--- config.mk ---
export PLATFORM = sky130hd
export DESIGN_NAME = multdiv_ctrl
export DESIGN_NICKNAME = d
export VERILOG_FILES = /design/src/rtl/multdiv_ctrl.sv
export SDC_FILE = /design/constraint.sdc
export NUM_CORES = 1
export LEC_CHECK = 0
export CORE_UTILIZATION = 41
export CTS_CLUSTER_SIZE = 28
export DETAILED_ROUTE_END_ITERATION = 10
export PLACE_DENSITY = 0.85
export SLEW_MARGIN = 20
export SYNTH_ARGS = -nofsm -noshare
export SYNTH_HDL_FRONTEND = slang
export SYNTH_SLANG_ARGS = --single-unit
--- constraint.sdc ---
create_clock -name clock -period 3.12 [get_ports clock]
set_input_delay 0.468 -clock clock [delete_from_list [all_inputs] [get_ports clock]]
set_output_delay 0.468 -clock clock [all_outputs]
set_load 0.01 [all_outputs]
--- src/rtl/multdiv_ctrl.sv ---
// multdiv_ctrl: sequences the shared multi-cycle mul/div unit, stalls the pipeline, issues one writeback.
// Optional build macro MULTDIV_TIMEOUT_EN forces an exception when the unit never answers.
module multdiv_ctrl #(
  parameter int DATA_W      = 32,
  parameter int TIMEOUT     = 40,
  parameter int RSTATUS_MUL = 4,
  parameter int RSTATUS_DIV = 5
) (
  input  logic              clock,
  input  logic              reset,
  input  logic [4:0]        op,
  input  logic [4:0]        alu_op,
  input  logic              dx_valid,
  input  logic [4:0]        dx_rd,
  input  logic              flush,
  output logic              md_ctrl_mult,
  output logic              md_ctrl_div,
  input  logic [DATA_W-1:0] md_result,
  input  logic              md_exception,
  input  logic              md_ready,
  output logic              stall,
  output logic              busy,
  output logic              wb_valid,
  output logic [4:0]        wb_rd,
  output logic [DATA_W-1:0] wb_data,
  output logic [31:0]       rstatus
);

  localparam int                CNT_W    = $clog2(TIMEOUT + 1);
  localparam logic [CNT_W-1:0] CNT_MAX  = '1;
  localparam logic [4:0]        EXC_RD   = 5'd30;
  localparam logic [31:0]       CODE_MUL = 32'(RSTATUS_MUL);
  localparam logic [31:0]       CODE_DIV = 32'(RSTATUS_DIV);

  typedef enum logic [1:0] {IDLE, START, WAIT, DONE} state_e;

  state_e              state_q, state_d;
  logic [4:0]          latchedRd_q, latchedRd_d;
  logic                kindDiv_q, kindDiv_d;
  logic [CNT_W-1:0]    waitCnt_q, waitCnt_d;
  logic                exc_q, exc_d;
  logic [4:0]          wbRd_q, wbRd_d;
  logic [DATA_W-1:0]   wbData_q, wbData_d;
  logic [31:0]         rstatus_q, rstatus_d;

  logic isMul, isDiv, start;
  logic capture, capExc;
  logic multPulse, divPulse, stallC, wbValidC;
  logic [31:0] kindCode;

  assign isMul    = (op == 5'd0) && (alu_op == 5'b00110);
  assign isDiv    = (op == 5'd0) && (alu_op == 5'b00111);
  assign start    = dx_valid && (isMul || isDiv) && !flush;
  assign kindCode = kindDiv_q ? CODE_DIV : CODE_MUL;

  always_ff @(posedge clock) begin
    if (reset) begin
      state_q     <= IDLE;
      latchedRd_q <= '0;
      kindDiv_q   <= 1'b0;
      waitCnt_q   <= '0;
      exc_q       <= 1'b0;
      wbRd_q      <= '0;
      wbData_q    <= '0;
      rstatus_q   <= '0;
    end else begin
      state_q     <= state_d;
      latchedRd_q <= latchedRd_d;
      kindDiv_q   <= kindDiv_d;
      waitCnt_q   <= waitCnt_d;
      exc_q       <= exc_d;
      wbRd_q      <= wbRd_d;
      wbData_q    <= wbData_d;
      rstatus_q   <= rstatus_d;
    end
  end

  // wb_rd/wb_data are resolved when the result is captured so they hold steady after DONE.
  always_comb begin
    state_d     = state_q;
    latchedRd_d = latchedRd_q;
    kindDiv_d   = kindDiv_q;
    waitCnt_d   = waitCnt_q;
    exc_d       = exc_q;
    wbRd_d      = wbRd_q;
    wbData_d    = wbData_q;
    rstatus_d   = rstatus_q;
    capture     = 1'b0;
    capExc      = 1'b0;
    multPulse   = 1'b0;
    divPulse    = 1'b0;
    stallC      = 1'b0;
    wbValidC    = 1'b0;

    case (state_q)
      IDLE: begin
        stallC = start;
        if (start) begin
          state_d     = START;
          latchedRd_d = dx_rd;
          kindDiv_d   = isDiv;
        end
      end
      START: begin
        stallC    = 1'b1;
        waitCnt_d = '0;
        if (flush) begin
          state_d = IDLE;
        end else begin
          multPulse = !kindDiv_q;
          divPulse  = kindDiv_q;
          state_d   = WAIT;
        end
      end
      WAIT: begin
        stallC = 1'b1;
        if (waitCnt_q != CNT_MAX) waitCnt_d = waitCnt_q + 1'b1;
        if (flush) begin
          state_d = IDLE;
        end else if (md_ready) begin
          capture = 1'b1;
          capExc  = md_exception;
        end
`ifdef MULTDIV_TIMEOUT_EN
        else if (waitCnt_q == CNT_W'(TIMEOUT - 1)) begin
          capture = 1'b1;
          capExc  = 1'b1;
        end
`endif
      end
      DONE: begin
        wbValidC  = 1'b1;
        rstatus_d = exc_q ? kindCode : 32'd0;
        state_d   = IDLE;
      end
      default: state_d = IDLE;
    endcase

    if (capture) begin
      state_d  = DONE;
      exc_d    = capExc;
      wbRd_d   = capExc ? EXC_RD : latchedRd_q;
      wbData_d = capExc ? DATA_W'(kindCode) : md_result;
    end
  end

  assign md_ctrl_mult = multPulse;
  assign md_ctrl_div  = divPulse;
  assign stall        = stallC;
  assign busy         = (state_q != IDLE);
  assign wb_valid     = wbValidC;
  assign wb_rd        = wbRd_q;
  assign wb_data      = wbData_q;
  assign rstatus      = rstatus_q;

endmodule

==> metrics.md, run 1 <==
| Metric | Value |
|---|---|
| Status | completed |
| Number of cells upsized or downsized after cts | 0 |
| Max_slew headroom | 0.4105 |
| Die W | 76.08 µm |
| DR WL/cell | 13.07 µm |
| Reg2reg path depth | 7 |
| Pint | 0.8279 mW |
| Clock tree buffer depth | 2 |
| Register area share after synthesis | 0.4271 |
| Cells after synthesis | 258 |
| Grt ovf | 0 |
| P_leak | 1.144 nW |
| Cell variety after synth | 28 |
| Net count, final | 404 |
| Syn Area/Cell | 8.720 µm² |
| Sw frac | 0.2249 |
| Fmax | 380.1 MHz |
| R2R setup slack | 1.03 ns |
| Nature of the critical path endpoint | output pin |
| Post-synth top flop | dfxtp_1 |
| Levels on crit path | 5 |
| Via-to-Cell Ratio | 4.821 |
| Worst Setup Start Kind | input port |
| Min Tclk post-route | 2.631 ns |
| Num CTS Buffers | 5 |
| Hold bufs inserted after CTS | 0 |
| Sequential fraction of design power | 0.574 |
| Clk sinks | 48 |
| Buf/Inv on CP | 2 |
| Yosys warns | 0 |
| Core Region | 5205 µm² |
| Clk root buf | clkbuf_8 |
| Largest net degree at the start of global routing | 51 |
| Final period util | 0.8432 |
| Total of max-cap violations | 0 |
| Worst path max stage delay | 0.54 ns |
| Number of global-route vias before repair | 1,895 |
| Diodes inserted | 0 |
| EDFF count, synth | 0 |
| DR vias | 1,996 |
| Critical path's most frequent cell | clkdlybuf4s50_1 |
| Number of DRC markers in iteration 0 | 78 |
| Clock network power share | 0.313 |
| CTS tree | done |
| Routed WL | 5.413 mm |
| Mapped Area | 2250 µm² |
| Dpl cells | 409 |
| Unrepaired setup endpoints after global routing | false |
| Setup Skew | 0.005909 ns |
| Die footprint | 5787 µm² |
| H-tree depth | 2 |
| Arrival time worst endpoint | 2.16 ns |
| Reg2reg start | state_q[0]$_SDFFE_PP0P_ |
| Placer Congestion | 0.7458 |
| IO Pins | 127 |
| Layout cell share with drive strength beyond 1 | 0.04651 |
| Area leader, netlist | dfxtp_1 |
| Final std cells w/o fill | 414 |
| Ranking of synthesized cells by area | dfxtp_1 43%, buf_4 11%, nand3b_1 10%, a21oi_1 7.8%, nand2_1 5.8% |
| HP Class | flop to flop |
| DRT Pass-1 Iters | 4 |
| Worst setup path start | flush |
| Slew Viols, Final | 0 |
| Post-CTS setup buffers | 0 |
| Detail Route Antenna Nets | 0 |
| Top-area cell type share of the netlist area | 0.4271 |
| Top Family by Delay on Critical Path | buffers and inverters |
| Crit-path cells | clkdlybuf4s50_1 > nor4b_4 > nand3_2 > a21oi_1 > clkdlybuf4s50_1 |
| First-pass GRT wire length | 8.742 mm |
| Initial antenna violation count | 0 |
| Synth async-reset ratio | 0 |
| Setup violators final | 0 |
| Crit Path Max Fanout | 3 |
| Residual DRC | 0 |
| FF-to-FF End | wb_rd[1]$_SDFFE_PP0P_ |
| Critical Path RT | 2.65 ns |
| Crit Path Class | input port to output pin |
| Area delta synth->final | 41.27% |
| Setup TNS | 0 ns |
| FP Rows | 26 |
| Final HPWL DP | 3.775 mm |
| Comb pwr share | 0.113 |
| P_sw | 0.2402 mW |
| Worst Max-Slew Pin Slew | 0.8842 ns |
| Seq cells post-synth | 48 |
| Chip height | 76.08 µm |
| Top-count cell post-synth | dfxtp_1 |
| Critical path's slowest cell | clkdlybuf4s50_1 |
| Port Buffer Count | 96 |
| Most frequent cells after synthesis | 48 x dfxtp_1, 35 x a21oi_1, 35 x nand2_1, 32 x buf_4, 31 x nand3b_1 |
| Clk slew on worst S/H paths | 0.08 ns |
| Final hold vios | 0 |
| Power per cell area | 336.1 nW/µm² |
| Tot GR Track Use | 0.1869 |
| Initial Util | 0.4322 |
| Critical Path End | stall |
| Peak VDD IR | 0.0002755 V |
| Latest clock arrival within the worst-skew pair | 0.30 ns |
==> how the worst min path moves through the flow <==
stage                             startpoint                  endpoint  cells after the start  slack [ns]
floorplan                 exc_q$_SDFFE_PP0P_        exc_q$_SDFFE_PP0P_                      2        0.45
global placement    wb_data[31]$_SDFFE_PP0P_  wb_data[31]$_SDFFE_PP0P_                      2        0.44
detailed placement  wb_data[19]$_SDFFE_PP0P_  wb_data[19]$_SDFFE_PP0P_                      2        0.44
CTS                 wb_data[19]$_SDFFE_PP0P_  wb_data[19]$_SDFFE_PP0P_                      2        0.45
global route        wb_data[20]$_SDFFE_PP0P_  wb_data[20]$_SDFFE_PP0P_                      2        0.47
finish              wb_data[19]$_SDFFE_PP0P_  wb_data[19]$_SDFFE_PP0P_                      2        0.45
==> stage by stage <==
step           cell area (µm²)  total power, mW  worst slack (ns)    util  hold WS (ns)
2_1_floorplan             2359           0.6993             1.298       -        0.4492
3_3_place_gp              3109           0.7467            0.5381  0.5974        0.4372
3_5_place_dp              3109           0.7472            0.4788  0.5974        0.4426
4_1_cts                   3178            1.079            0.4731  0.6106        0.4538
5_1_grt                   3178            1.112            0.3361  0.6106        0.4736
6_report                  3178            1.068            0.4893  0.6106        0.4510
==> tightest hold or removal path, cell delays in order, from the launching register on <==
cell and delay [ns]:
dfxtp_1 0.31, nand2_1 0.05, a21oi_1 0.05
==> power groups by stage <==
stage | Combinational, mW | Clock (mW) | Sequential (mW)
2_1_floorplan | 0.0720 | 0 | 0.627
6_report | 0.121 | 0.334 | 0.613
4_1_cts | 0.120 | 0.345 | 0.613
5_1_grt | 0.130 | 0.369 | 0.613
3_5_place_dp | 0.120 | 0 | 0.627
3_3_place_gp | 0.119 | 0 | 0.627
==> state kept, by name, indices dropped and copies added, names as in the netlist <==
register	flops
wb_data	32
latchedRd_q	5
wb_rd	5
kindDiv_q	1
state_q	2
rstatus	2
exc_q	1
==> placed cells by master (no fill, tap or decap), drive strengths merged <==
cell type      count
nand3              3
a21oi             36
nor2              14
and2               1
or3                1
nor4b              2
and4bb             1
nand3b            31
nor3              11
inv                5
mux2i              9
ha                 5
nand4              1
conb              30
a21o               2
clkbuf             5
dfxtp             48
nand2b             3
nand2             35
clkdlybuf4s50     95
nor2b              1
buf                4
a211oi             1
==> final cells by class <==
class | count | area, µm²
well taps | 70 | 87.58
flip-flops and latches | 48 | 960.9
inverters | 5 | 18.77
multi-input cells | 187 | 1064
clock buffers | 5 | 68.82
repair buffers | 99 | 978.4
fillers | 469 | 2027
==> cells by family (layout without fill, tap and decap cells) <==
kind of cell | Yosys count | count (layout) | synth area share
and+or+nand+nor | 104 | 104 | 0.2631
buffers and inverters | 52 | 109 | 0.1485
DFF | 48 | 48 | 0.4271
AOI/OAI and AO/OA | 39 | 39 | 0.09177
muxes | 9 | 9 | 0.04005
adders and majority gates | 5 | 5 | 0.02781
other | 1 | 30 | 0.001667
==> metal layers <==
metal  vias up  wire length [µm]  track usage
met5         -                 0            0
li1        970                 -            -
met3         8               422      0.06946
met1       934              2246       0.2103
met2        84              2682       0.3291
met4         0                61      0.05385
Note: power is estimated with default switching activity, not from simulation.
==> run 2, diff against run 1 <==
--- a/config.mk
+++ b/config.mk
@@ -5,10 +5,10 @@
 export SDC_FILE = /design/constraint.sdc
 export NUM_CORES = 1
 export LEC_CHECK = 0
-export CORE_UTILIZATION = 41
+export CORE_UTILIZATION = 35
 export CTS_CLUSTER_SIZE = 28
 export DETAILED_ROUTE_END_ITERATION = 10
-export PLACE_DENSITY = 0.85
+export PLACE_DENSITY = 0.77
 export SLEW_MARGIN = 20
 export SYNTH_ARGS = -nofsm -noshare
 export SYNTH_HDL_FRONTEND = slang
==> constraint.sdc (replaced) <==
create_clock -name clock -period 2.36 [get_ports clock]
set_input_delay 0.354 -clock clock [delete_from_list [all_inputs] [get_ports clock]]
set_output_delay 0.354 -clock clock [all_outputs]
set_load 0.01 [all_outputs]
==> metrics.md, run 2 (same netlist as run 1, synthesis figures left out) <==
| Metric | Value |
|---|---|
| Die footprint | 6752 µm² (+17%) |
| Chip height | 82.17 µm (+8.0%) |
| Setup TNS | 0 ns (unchanged) |
| Setup Skew | 0.006252 ns (+0.0003436 ns) |
| Routed WL | 5.448 mm (+0.65%) |
| Detail Route Antenna Nets | 0 (unchanged) |
| Crit Path Class | flop to output pin |
| DRT Pass-1 Iters | 4 (unchanged) |
| Tot GR Track Use | 0.1596 (-0.02731) |
| Final period util | 0.9284 |
| Clk slew on worst S/H paths | 0.08 ns (about the same) |
| Nature of the critical path endpoint | output pin |
| Final hold vios | 0 (unchanged) |
| Critical Path RT | 2.01 ns (-0.64 ns) |
| Initial antenna violation count | 0 (unchanged) |
| Slew Viols, Final | 0 (unchanged) |
| Setup violators final | 0 (unchanged) |
| P_leak | 1.193 nW (+4.2%) |
| HP Class | flop to flop |
| Worst path max stage delay | 0.34 ns (-0.20 ns) |
| Num CTS Buffers | 5 (unchanged) |
| Most frequent cells in the layout | 94 x clkdlybuf4s50_1, 48 x dfxtp_1, 35 x a21oi_1, 35 x nand2_1, 31 x nand3b_1 |
| FP Rows | 28 (+7.7%) |
| Die W | 82.17 µm (+8.0%) |
| Max FFs per register | 32 (unchanged) |
| Via-to-Cell Ratio | 4.580 (-5.0%) |
| Min Tclk post-route | 2.191 ns |
| Worst hold slack | 0.4518 ns (+0.0007800 ns) |
| Placer Congestion | 0.7668 (+2.8%) |
| H-tree depth | 2 (unchanged) |
| Final HPWL DP | 3.841 mm (+1.8%) |
| Buf/Inv on CP | 2 (unchanged) |
| Latest clock arrival within the worst-skew pair | 0.30 ns (about the same) |
| Power per cell area | 478.0 nW/µm² (+42%) |
| Number of global-route vias before repair | 1,649 (-13%) |
| Total of max-cap violations | 0 (unchanged) |
| Commonest non-fill, non-tap cell in the layout | clkdlybuf4s50_1 |
| Critical path's slowest cell | dfxtp_1 |
| Diodes inserted | 0 (unchanged) |
| Final core utilization | 0.5390 (-0.07156) |
| Crit-path cells | inv_1 > ha_2 > nor4b_4 > nand3_2 > a21oi_1 > dlygate4sd2_1 |
| Number of DRC markers in iteration 0 | 57 (-27%) |
| Core Region | 6061 µm² (+16%) |
| Residual DRC | 0 (unchanged) |
| Top Family by Delay on Critical Path | buffers and inverters |
| DR WL/cell | 12.79 µm (-2.2%) |
| First-pass GRT wire length | 8.148 mm (-6.8%) |
| Fmax | 456.4 MHz |
| Grt ovf | 0 (unchanged) |
| Crit Path Max Fanout | 4 (+1) |
| Unrepaired setup endpoints after global routing | false |
| IO Pins | 127 (unchanged) |
| Port Buffer Count | 96 (unchanged) |
| Area delta synth->final | 45.22% |
| Largest net degree at the start of global routing | 40 (-22%) |
| DR vias | 1,951 (-2.3%) |
| Initial Util | 0.3712 (-0.06103) |
| Clk sinks | 48 (unchanged) |
| Net count, final | 408 (+0.99%) |
| Peak VDD IR | 0.0003158 V (+15%) |
| Clock tree buffer depth | 2 (unchanged) |
| Worst Setup Start Kind | flop |
| Hold bufs inserted after CTS | 0 (unchanged) |
| Layout cell share with drive strength beyond 1 | 0.06838 (+0.02186) |
| Clk root buf | clkbuf_8 |
| CTS tree | done |
| Arrival time worst endpoint | 1.84 ns (-0.32 ns) |
| Status | completed |
## run 2: worst paths after layout
check	slack [ns]	end	cells past startpoint	from
max	0.17	stall	6	state_q[1]$_SDFFE_PP0P_
min	0.45	wb_data[12]$_SDFFE_PP0P_	2	wb_data[12]$_SDFFE_PP0P_
max reg2reg	0.70	wb_data[18]$_SDFFE_PP0P_	6	state_q[0]$_SDFFE_PP0P_
min reg2reg	0.45	wb_data[12]$_SDFFE_PP0P_	2	wb_data[12]$_SDFFE_PP0P_
## run 2: repair_timing
item | in CTS | in global routing
resized for setup | 3 | 0
endpoints found under the setup margin | 1 | 0
buffers inserted | 0 | 0
## run 2: metrics by stage
step                setup slack (ns)  instances  total power, mW  instance area (µm²)
CTS                           0.1545        426            1.583                 3267
floorplan                     0.6519        287           0.9245                 2359
global placement           -0.002257        418           0.9922                 3146
finish                        0.1689        426            1.562                 3267
global route                 0.05029        426            1.633                 3267
detailed placement          -0.04738        418           0.9921                 3146
## run 2: power breakdown
group,internal (mW),total (mW),switching (mW)
clock network,0.314,0.585,0.272
logic,0.0971,0.166,0.0690
registers,0.810,0.810,0.000574
total,1.22,1.56,0.341
## run 2: worst reg2reg max path, cell delays in order (launching register included)
cell,delay [ns]
dfxtp_1,0.33
inv_1,0.13
ha_1,0.16
nor2b_2,0.20
and2_4,0.44
nand3b_1,0.14
a21oi_1,0.18
## run 2: cell type report
type,instances,area [µm²]
fill,582,2794
clock buffer,5,68.82
tap,75,93.84
inverter,5,18.77
timing repair buffer,103,1007
sequential,48,960.9
clock inverter,3,42.54
multi-input combinational,187,1075
## run 2: per-layer routing
layer / wire (µm) / vias up / track usage
met5: 0 / - / 0
met4: 25 / 0 / 0.03684
met3: 417 / 4 / 0.04945
met2: 2590 / 79 / 0.2661
met1: 2414 / 886 / 0.2004
li1: - / 982 / -
